<file path="config.mk">
export PLATFORM = sky130hd
export DESIGN_NAME = paddle_ai
export DESIGN_NICKNAME = d
export VERILOG_FILES = /design/src/rtl/pong_pkg.sv /design/src/rtl/paddle_ai_target.sv /design/src/rtl/paddle_ai.sv
export SDC_FILE = /design/constraint.sdc
export NUM_CORES = 1
export LEC_CHECK = 0
export CAP_MARGIN = 10
export CORE_ASPECT_RATIO = 0.8
export CORE_MARGIN = 3
export CORE_UTILIZATION = 45
export CTS_CLUSTER_DIAMETER = 60
export CTS_CLUSTER_SIZE = 14
export DETAILED_ROUTE_END_ITERATION = 12
export PLACE_DENSITY = 0.81
export SETUP_SLACK_MARGIN = 0.2
export SYNTH_ARGS = -nofsm -noshare
export SYNTH_HDL_FRONTEND = slang
export SYNTH_SLANG_ARGS = --single-unit
</file>
<file path="constraint.sdc">
create_clock -name clock -period 5.75 [get_ports clock]
set_input_delay 1.15 -clock clock [delete_from_list [all_inputs] [get_ports clock]]
set_output_delay 1.15 -clock clock [all_outputs]
set_load 0.005 [all_outputs]
</file>
<file path="src/rtl/pong_pkg.sv">
// Shared Pong screen geometry, position widths and the paddle_ai state encoding.
package pong_pkg;

    localparam int H_W   = 10;
    localparam int V_W   = 9;
    localparam int MAX_V = 240;
    localparam int MIN_V = 0;
    localparam int MAX_H = 640;
    localparam int MIN_H = 0;

    // Encoding is fixed so older blocks decoding the raw 2-bit state keep working.
    localparam logic [1:0] ST_IDLE   = 2'd0;
    localparam logic [1:0] ST_HOLD   = 2'd1;
    localparam logic [1:0] ST_TRACK  = 2'd2;
    localparam logic [1:0] ST_CENTER = 2'd3;

    typedef logic [1:0] ai_state_t;

endpackage

</file>
<file path="src/rtl/paddle_ai_target.sv">
// Combinational aim point for the AI paddle: clamped target, signed error and
// the up/down qualifiers that respect the deadband and the screen edges.
module paddle_ai_target
    import pong_pkg::*;
#(
    parameter int HEIGHT   = 20,
    parameter int DEADBAND = 2
) (
    input  logic [1:0]     mode,
    input  logic [V_W-1:0] ball_v,
    input  logic [V_W-1:0] paddle_v,
    output logic           move_up,
    output logic           move_dn
);

    localparam logic signed [10:0] HALF_S   = 11'(HEIGHT / 2);
    localparam logic signed [10:0] LO_S     = 11'(MIN_V);
    localparam logic signed [10:0] HI_S     = 11'(MAX_V - HEIGHT);
    localparam logic signed [10:0] CENTER_S = 11'((MAX_V + MIN_V - HEIGHT) / 2);
    localparam logic signed [10:0] DB_S     = 11'(DEADBAND);
    localparam logic signed [10:0] HGT_S    = 11'(HEIGHT);
    localparam logic signed [10:0] MAX_S    = 11'(MAX_V);

    logic signed [10:0] raw_s;
    logic signed [10:0] tgt_s;
    logic signed [10:0] pad_s;
    logic signed [10:0] error_s;

    // Target and move qualifiers; signed width keeps ball_v < HEIGHT/2 from wrapping.
    always_comb begin
        pad_s = $signed({2'b00, paddle_v});
        raw_s = $signed({2'b00, ball_v}) - HALF_S;
        if (mode == ST_TRACK) begin
            if (raw_s < LO_S) begin
                tgt_s = LO_S;
            end else if (raw_s > HI_S) begin
                tgt_s = HI_S;
            end else begin
                tgt_s = raw_s;
            end
        end else begin
            tgt_s = CENTER_S;
        end
        error_s = tgt_s - pad_s;
        move_up = (error_s > DB_S) && ((pad_s + HGT_S) < MAX_S);
        move_dn = (error_s < -DB_S) && (pad_s > LO_S);
    end

endmodule

</file>
<file path="src/rtl/paddle_ai.sv">
// Pong computer opponent: reaction-delayed tracking FSM issuing single-cycle
// up/down pulses on step strobes, returning to centre when the ball leaves.
module paddle_ai
    import pong_pkg::*;
#(
    parameter int HEIGHT      = 20,
    parameter int DEADBAND    = 2,
    parameter int REACT_STEPS = 4
) (
    input  logic           clock,
    input  logic           reset,
    input  logic           enable,
    input  logic           step,
    input  logic [V_W-1:0] ball_v,
    input  logic           ball_toward,
    input  logic [V_W-1:0] paddle_v,
    output logic           up,
    output logic           down,
    output logic           busy
);

    localparam int              CNT_W      = (REACT_STEPS > 1) ? $clog2(REACT_STEPS) : 1;
    localparam logic [CNT_W-1:0] REACT_LAST = CNT_W'((REACT_STEPS > 0) ? REACT_STEPS - 1 : 0);
    localparam logic            NO_DELAY   = (REACT_STEPS == 0);

    ai_state_t        state_r;
    ai_state_t        state_s;
    logic [CNT_W-1:0] react_cnt_r;
    logic [CNT_W-1:0] react_cnt_s;
    logic             toward_prev_r;
    logic             move_ok_s;
    logic             move_up_s;
    logic             move_dn_s;
    logic             up_r;
    logic             down_r;
    logic             busy_r;

    paddle_ai_target #(
        .HEIGHT   (HEIGHT),
        .DEADBAND (DEADBAND)
    ) u_target (
        .mode     (state_r),
        .ball_v   (ball_v),
        .paddle_v (paddle_v),
        .move_up  (move_up_s),
        .move_dn  (move_dn_s)
    );

    // Next state and reaction counter; a move is allowed only when no transition is taken.
    always_comb begin
        state_s     = state_r;
        react_cnt_s = react_cnt_r;
        move_ok_s   = 1'b0;
        if (!enable) begin
            state_s     = ST_IDLE;
            react_cnt_s = CNT_W'(0);
        end else begin
            case (state_r)
                ST_IDLE: begin
                    react_cnt_s = CNT_W'(0);
                    if (ball_toward) begin
                        state_s = ST_HOLD;
                    end else begin
                        state_s = ST_CENTER;
                    end
                end
                ST_HOLD: begin
                    if (!ball_toward) begin
                        state_s = ST_CENTER;
                    end else if (step) begin
                        if (NO_DELAY || (react_cnt_r == REACT_LAST)) begin
                            state_s = ST_TRACK;
                        end else begin
                            react_cnt_s = react_cnt_r + CNT_W'(1);
                        end
                    end else begin
                        state_s = ST_HOLD;
                    end
                end
                ST_TRACK: begin
                    if (!ball_toward) begin
                        state_s = ST_CENTER;
                    end else begin
                        move_ok_s = step;
                    end
                end
                ST_CENTER: begin
                    if (ball_toward && !toward_prev_r) begin
                        state_s     = ST_HOLD;
                        react_cnt_s = CNT_W'(0);
                    end else begin
                        move_ok_s = step;
                    end
                end
                default: begin
                    state_s     = ST_IDLE;
                    react_cnt_s = CNT_W'(0);
                end
            endcase
        end
    end

    // State, counter and registered outputs.
    always_ff @(posedge clock or negedge reset) begin
        if (!reset) begin
            state_r       <= ST_IDLE;
            react_cnt_r   <= CNT_W'(0);
            toward_prev_r <= 1'b0;
            up_r          <= 1'b0;
            down_r        <= 1'b0;
            busy_r        <= 1'b0;
        end else begin
            state_r       <= state_s;
            react_cnt_r   <= react_cnt_s;
            toward_prev_r <= ball_toward;
            up_r          <= move_ok_s & move_up_s;
            down_r        <= move_ok_s & move_dn_s;
            busy_r        <= (state_s == ST_TRACK) || (state_s == ST_CENTER);
        end
    end

    assign up   = up_r;
    assign down = down_r;
    assign busy = busy_r;

endmodule

</file>
==> insert_results.sql, run 1 <==
INSERT INTO impl_metrics (metric_group, metric, value, unit) VALUES
('outcome', 'run_status', 'finished, final reports clean', ''),
('sta', 'total_neg_setup_slack', '0', 'ns'),
('clock_network', 'ctsRootBufferMaster', 'clkbuf_8', ''),
('setup_path', 'setup.worst_path.start_class', 'input pin', ''),
('logic_synthesis', 'mapped_nets', '216', ''),
('sta', 'rsz0062_at_grt', 'no', ''),
('clock_network', 'h-tree-depth', '1', ''),
('clock_network', 'cts-root-to-sink-buffers', '2', ''),
('logic_synthesis', 'postSynthAreaPerCell', '7.445', 'sq um'),
('sta', 'maxSlewViolCount', '0', ''),
('clock_network', 'postCtsSetupRepairBufs', '0', ''),
('floorplan', 'core_region_area', '2808', 'sq um'),
('logic_synthesis', 'synth-main-ff-cell', 'dfrtp_1', ''),
('floorplan', 'floorplan.io_pins', '26', ''),
('setup_path', 'crit_path_max_fanout', '6', ''),
('placement', 'port-buffer-count', '25', ''),
('sta', 'final_period_minus_worst_setup_slack', '4.926', 'ns'),
('final_layout', 'areaGrowthSynthToFinish', '24.05', '%'),
('placement', 'place.detailed.instances', '240', ''),
('logic_synthesis', 'yosys_register_bits', '8', ''),
('logic_synthesis', 'synth.distinct_cells', '58', ''),
('power', 'total_power', '0.2454', 'mW'),
('placement', 'place_congestion', '0.8517', ''),
('floorplan', 'floorplan.initialDensity', '0.4799', ''),
('global_route', 'grt_max_degree', '11', ''),
('final_layout', 'layoutNonFillerInstCount', '243', ''),
('clock_network', 'cts_hold_repair.buffers', '0', ''),
('global_route', 'tot_gr_track_use', '0.1790', ''),
('clock_network', 'clock_sinks', '8', ''),
('global_route', 'grt_overflow', '0', ''),
('final_layout', 'diodes', '0', ''),
('detailed_routing', 'first_iter_violations', '81', ''),
('setup_path', 'worstPathRequired', '5.86', 'ns'),
('setup_path', 'worstSetupPathType', 'in -> reg', ''),
('detailed_routing', 'totalWireLength', '3.121', 'mm'),
('sta', 'report.final.setup_viol', '0', ''),
('detailed_routing', 'drt_first_pass_iters', '4', ''),
('detailed_routing', 'detail_route.drc_violations', '0', ''),
('setup_path', 'arrival', '5.03', 'ns'),
('detailed_routing', 'drtAntennaViolNets', '0', ''),
('final_layout', 'fin_util', '0.5954', ''),
('detailed_routing', 'drt-vias-per-instance', '5.868', ''),
('global_route', 'number_of_global_route_vias_before_repair', '1234', ''),
('logic_synthesis', 'synth_cells', '181', ''),
('final_layout', 'final_layout_size_suffix_gt1_frac', '0.07805', ''),
('global_route', 'grt_antenna_before_repair', '0', ''),
('clock_network', 'insertion_delay', '0.23', 'ns'),
('power', 'power_leakage', '0.6929', 'nW'),
('placement', 'dp_hpwl', '2.531', 'mm'),
('floorplan', 'die_width', '67.18', 'microns'),
('logic_synthesis', 'synth-edff-count', '0', ''),
('setup_path', 'cp-end-kind', 'register', ''),
('global_route', 'wire_length_of_the_first_global_routing_pass', '5.133', 'mm'),
('clock_network', 'cts_tree', 'built', ''),
('hold_path', 'hold_path.class', 'reg -> reg', ''),
('logic_synthesis', 'syn_area', '1348', 'sq um'),
('sta', 'fin_hold_ws', '0.6207', 'ns'),
('floorplan', 'rows', '17', ''),
('sta', 'timing.final.hold_violations', '0', ''),
('logic_synthesis', 'seq_area_frac_synth', '0.1486', ''),
('final_layout', 'num-nets-final', '242', ''),
('power', 'max-vdd-ir-drop', '0.05734', 'mV'),
('clock_network', 'numCtsBuffers', '3', ''),
('detailed_routing', 'detailroute.via_count', '1426', ''),
('floorplan', 'die_y', '54.95', 'microns'),
('clock_network', 'clkTransAtPathRegs', '0.04', 'ns'),
('power', 'power_density', '146.8', 'nW/um^2'),
('sta', 'finalClockSkew', '0.004287', 'ns'),
('sta', 'timing.final.crit_share', '0.8567', ''),
('logic_synthesis', 'ys_async_sr_fraction', '1.000', ''),
('sta', 'fmax', '203.0', 'MHz'),
('floorplan', 'die_area', '3691', 'sq um'),
('clock_network', 'cts_resized', '0', ''),
('run', 'max_cap_violations', '0', ''),
('logic_synthesis', 'warnings_from_yosys', '0', ''),
('detailed_routing', 'avgRoutedWirePerCell', '12.84', 'microns');
==> registers in the layout, summed over array words and instances (netlist names) <==
signal         count
toward_prev_r      1
busy               1
down               1
state_r            2
up                 1
react_cnt_r        2
==> path summary, 6_finish.rpt <==
path | from | endpoint | slack, ns | cells past startpoint
setup / recovery | ball_v[1] | down | 0.82 | 14
hold / removal | react_cnt_r[0] | react_cnt_r[0] | 0.62 | 2
setup reg to reg | state_r[1] | down | 2.75 | 10
hold reg to reg | react_cnt_r[0] | react_cnt_r[0] | 0.62 | 2
max in group asynchronous | reset | react_cnt_r[0] | 4.28 | 1
min in group asynchronous | reset | up | 1.20 | 1
==> cells in the final DEF (no fill, tap or decap), types with 4 or more instances in the layout <==
cell type        count
nor2b_1              7
ha_1                11
o21ai_1              4
a31oi_1              6
o21ai_0              7
clkdlybuf4s50_1     25
inv_1               16
nand2_1              5
nor3_1               7
nor2_1              15
a21oi_1             11
nand2b_1             7
nor4_1               4
nand3_1              6
dfrtp_1              8
==> logic make-up (layout without fill, tap and decap cells) <==
group,count (synthesis),count (layout),synth area share
flops,8,8,0.1486
mux,3,3,0.02414
fa+ha+maj,12,12,0.1170
buf+inv,21,45,0.05849
xor+xnor,4,4,0.02600
other cells,1,1,0.002783
simple gates,70,70,0.2934
compound gates,62,62,0.3296
==> cells in the mapped netlist, types with 3 or more instances <==
cell type,instances,area share
a211oi_1,3,0.017
a21o_1,3,0.017
a21oi_1,11,0.041
a31oi_1,6,0.028
and2_1,3,0.014
clkbuf_1,4,0.011
dfrtp_1,8,0.15
ha_1,11,0.10
inv_1,16,0.045
nand2_1,5,0.014
nand2b_1,7,0.032
nand3_1,6,0.022
nor2_1,15,0.042
nor2b_1,7,0.032
nor3_1,7,0.026
nor4_1,4,0.019
o2111ai_1,3,0.020
o21ai_0,7,0.026
o21ai_1,4,0.015
xnor2_1,3,0.020
==> routing by layer <==
| layer | track usage | wire length [microns] | up-vias |
|---|---|---|---|
| li1 | - | - | 725 |
| met3 | 0.01818 | 191 | 3 |
| met5 | 0 | 0 | - |
| met4 | 0.06061 | 31 | 0 |
| met2 | 0.2887 | 1347 | 39 |
| met1 | 0.2506 | 1550 | 659 |
==> metrics by stage <==
| step | worst slack (ns) | cell area (sq um) |
|---|---|---|
| final | 0.8239 | 1672 |
| after CTS | 0.8215 | 1672 |
| after global routing | 0.5941 | 1672 |
| after detailed placement | 0.5814 | 1630 |
| after global placement | 0.6588 | 1630 |
| after floorplan | 1.462 | 1348 |
==> cell type report <==
type / instances / area, sq um
Fill cell: 282 / 1136
Multi-Input combinational cell: 152 / 1069
Timing Repair Buffer: 25 / 250.2
Sequential cell: 8 / 200.2
Inverter: 17 / 63.81
Tap cell: 38 / 47.55
Clock buffer: 3 / 41.29
==> report_power, final <==
group | internal [mW] | total [mW] | switching, mW
registers | 0.0588 | 0.0617 | 0.00287
logic | 0.0552 | 0.116 | 0.0610
clock network | 0.0453 | 0.0675 | 0.0222
total | 0.159 | 0.245 | 0.0860
==> worst max-delay path, cell delays in order <==
cell and delay [ns]:
clkdlybuf4s50_1 0.60, inv_1 0.07, ha_1 0.33, nand2b_1 0.16, o311a_1 0.29, a211oi_1 0.38, nor3_4 0.11, a211oi_1 0.22
ha_1 0.33, a21oi_1 0.39, a21boi_2 0.11, or4b_4 0.53, nor4_1 0.26, nor4_1 0.08
Power figures use the tool's default switching activity.
==> run 2, diff against run 1 <==
DONT_BUFFER_PORTS = 1   (was default)
PLACE_DENSITY = 0.7   (was 0.81)
==> run 2 against run 1 <==
Routed wire length increased by 4.7%. Cell count decreased by 10%. Combinational power decreased by 19%. Clock skew decreased by 0.0034 ns. Clock-buffer cell count unchanged. Highest routed layer unchanged.
==> insert_results.sql, run 2 (synthesis gave the netlist of run 1 again) <==
INSERT INTO impl_metrics (metric_group, metric, value, unit) VALUES
('sta', 'report.final.setup_viol', '0', ''),
('final_layout', 'reg.largest.list', 'react_cnt_r x2, state_r x2', ''),
('detailed_routing', 'detail_route.drc_violations', '0', ''),
('clock_network', 'clkTransAtPathRegs', '0.04', 'ns'),
('final_layout', 'final_layout_size_suffix_gt1_frac', '0.08889', ''),
('outcome', 'run_status', 'finished, final reports clean', ''),
('setup_path', 'worstPathRequired', '5.86', 'ns'),
('clock_network', 'h-tree-depth', '1', ''),
('floorplan', 'core_region_area', '2808', 'sq um'),
('hold_path', 'hold_path.class', 'in -> async', ''),
('sta', 'rsz0062_at_grt', 'no', ''),
('placement', 'place_congestion', '0.8846', ''),
('clock_network', 'postCtsSetupRepairBufs', '0', ''),
('floorplan', 'die_area', '3691', 'sq um'),
('power', 'power_density', '158.0', 'nW/um^2'),
('clock_network', 'insertion_delay', '0.23', 'ns'),
('sta', 'total_neg_setup_slack', '0', 'ns'),
('power', 'power_leakage', '0.5963', 'nW'),
('sta', 'finalClockSkew', '0.0008583', 'ns'),
('final_layout', 'num-nets-final', '217', ''),
('clock_network', 'ctsRootBufferMaster', 'clkbuf_8', ''),
('detailed_routing', 'totalWireLength', '3.268', 'mm'),
('detailed_routing', 'drt_first_pass_iters', '4', ''),
('final_layout', 'multi_input_gate_area_in_the_final_layout', '1069', 'sq um'),
('clock_network', 'cts_resized', '0', ''),
('global_route', 'wire_length_of_the_first_global_routing_pass', '5.285', 'mm'),
('final_layout', 'finalInstanceArea', '1421', 'sq um'),
('detailed_routing', 'first_iter_violations', '86', ''),
('placement', 'pre_cts_ws', '1.137', 'ns'),
('global_route', 'grt_antenna_before_repair', '0', ''),
('global_route', 'grt_max_degree', '11', ''),
('floorplan', 'die_width', '67.18', 'microns'),
('final_layout', 'layoutNonFillerInstCount', '218', ''),
('sta', 'maxSlewViolCount', '0', ''),
('clock_network', 'cts_tree', 'built', ''),
('sta', 'fmax', '227.4', 'MHz'),
('floorplan', 'rows', '17', ''),
('setup_path', 'crit_path_max_fanout', '6', ''),
('detailed_routing', 'avgRoutedWirePerCell', '14.99', 'microns'),
('detailed_routing', 'drt-vias-per-instance', '6.376', ''),
('floorplan', 'floorplan.io_pins', '26', ''),
('clock_network', 'numCtsBuffers', '3', ''),
('sta', 'timing.final.hold_violations', '0', ''),
('sta', 'timing.final.crit_share', '0.7648', ''),
('clock_network', 'cts_hold_repair.buffers', '0', ''),
('setup_path', 'worstSetupPathType', 'in -> reg', ''),
('sta', 'final_period_minus_worst_setup_slack', '4.398', 'ns'),
('setup_path', 'setup.worst_path.start_class', 'input pin', ''),
('floorplan', 'die_y', '54.95', 'microns'),
('power', 'max-vdd-ir-drop', '0.08666', 'mV'),
('global_route', 'tot_gr_track_use', '0.1884', ''),
('final_layout', 'commonest_non_fill_non_tap_cells_in_the_layout', 'inv_1, nor2_1, a21oi_1, ha_1, dfrtp_1', ''),
('placement', 'place.detailed.instances', '215', ''),
('floorplan', 'floorplan.initialDensity', '0.4799', ''),
('detailed_routing', 'drtAntennaViolNets', '0', ''),
('placement', 'placement.cell_area', '1380', 'sq um'),
('final_layout', 'sequential_cell_area', '200.2', 'sq um'),
('placement', 'port-buffer-count', '0', ''),
('final_layout', 'diodes', '0', ''),
('clock_network', 'cts-root-to-sink-buffers', '2', ''),
('final_layout', 'areaGrowthSynthToFinish', '5.478', '%'),
('sta', 'post-route-worst-setup-slack', '1.352', 'ns'),
('global_route', 'grt_overflow', '0', ''),
('final_layout', 'n_fill_cell', '291', ''),
('detailed_routing', 'detailroute.via_count', '1390', ''),
('global_route', 'number_of_global_route_vias_before_repair', '1255', ''),
('clock_network', 'clock_sinks', '8', ''),
('setup_path', 'cp-end-kind', 'register', ''),
('placement', 'dp_hpwl', '2.683', 'mm'),
('run', 'max_cap_violations', '0', ''),
('setup_path', 'arrival', '4.51', 'ns'),
('final_layout', 'layout_commonest_cell', 'inv_1', '');
run 2: final timing paths:
check	slack [ns]	start	end	depth (start not counted)
worst max-delay path	1.35	ball_v[2]	down	14
worst min-delay path	0.61	reset	state_r[0]	0
worst max register to register	2.76	state_r[1]	down	10
worst min register to register	0.61	react_cnt_r[1]	react_cnt_r[1]	2
max in group asynchronous	5.07	reset	toward_prev_r	0
min in group clock	0.61	react_cnt_r[1]	react_cnt_r[1]	2
run 2: stage by stage:
| step | utilization | power (mW) | hold slack [ns] |
|---|---|---|---|
| floorplan | - | 0.1397 | 0.5470 |
| global placement | 0.4915 | 0.1518 | 0.5836 |
| detailed placement | 0.4915 | 0.1545 | 0.5922 |
| CTS | 0.5062 | 0.2249 | 0.6047 |
| global route | 0.5062 | 0.2433 | 0.5979 |
| finish | 0.5062 | 0.2245 | 0.6051 |
run 2: cell type report:
cell class                 instances  share of cell area
multi-input combinational        152              0.7518
sequential                         8              0.1408
inverter                          17             0.04489
tap                               38             0.03345
clock buffer                       3             0.02905
run 2: report_power, final:
group          switching (mW)  internal [mW]
sequential            0.00295         0.0589
combinational          0.0526         0.0413
clock                  0.0234         0.0455
total                  0.0789          0.146
run 2: layer usage:
layer / GRT usage / wire length, microns / vias up
met2: 0.3458 / 1661 / 61
met3: 0.04444 / 191 / 4
li1: - / - / 673
met1: 0.2210 / 1372 / 652
met5: 0 / 0 / -
met4: 0.05387 / 42 / 0
run 2: critical path, stage by stage:
cell	delay [ns]
o21ai_2	0.15
nand2_1	0.15
or2_1	0.29
o31a_1	0.32
nor3_4	0.25
nand4_1	0.16
ha_1	0.23
fa_1	0.43
nand2b_1	0.22
o2bb2ai_1	0.18
a21oi_1	0.15
or4b_4	0.48
nor4_1	0.26
nor4_1	0.09
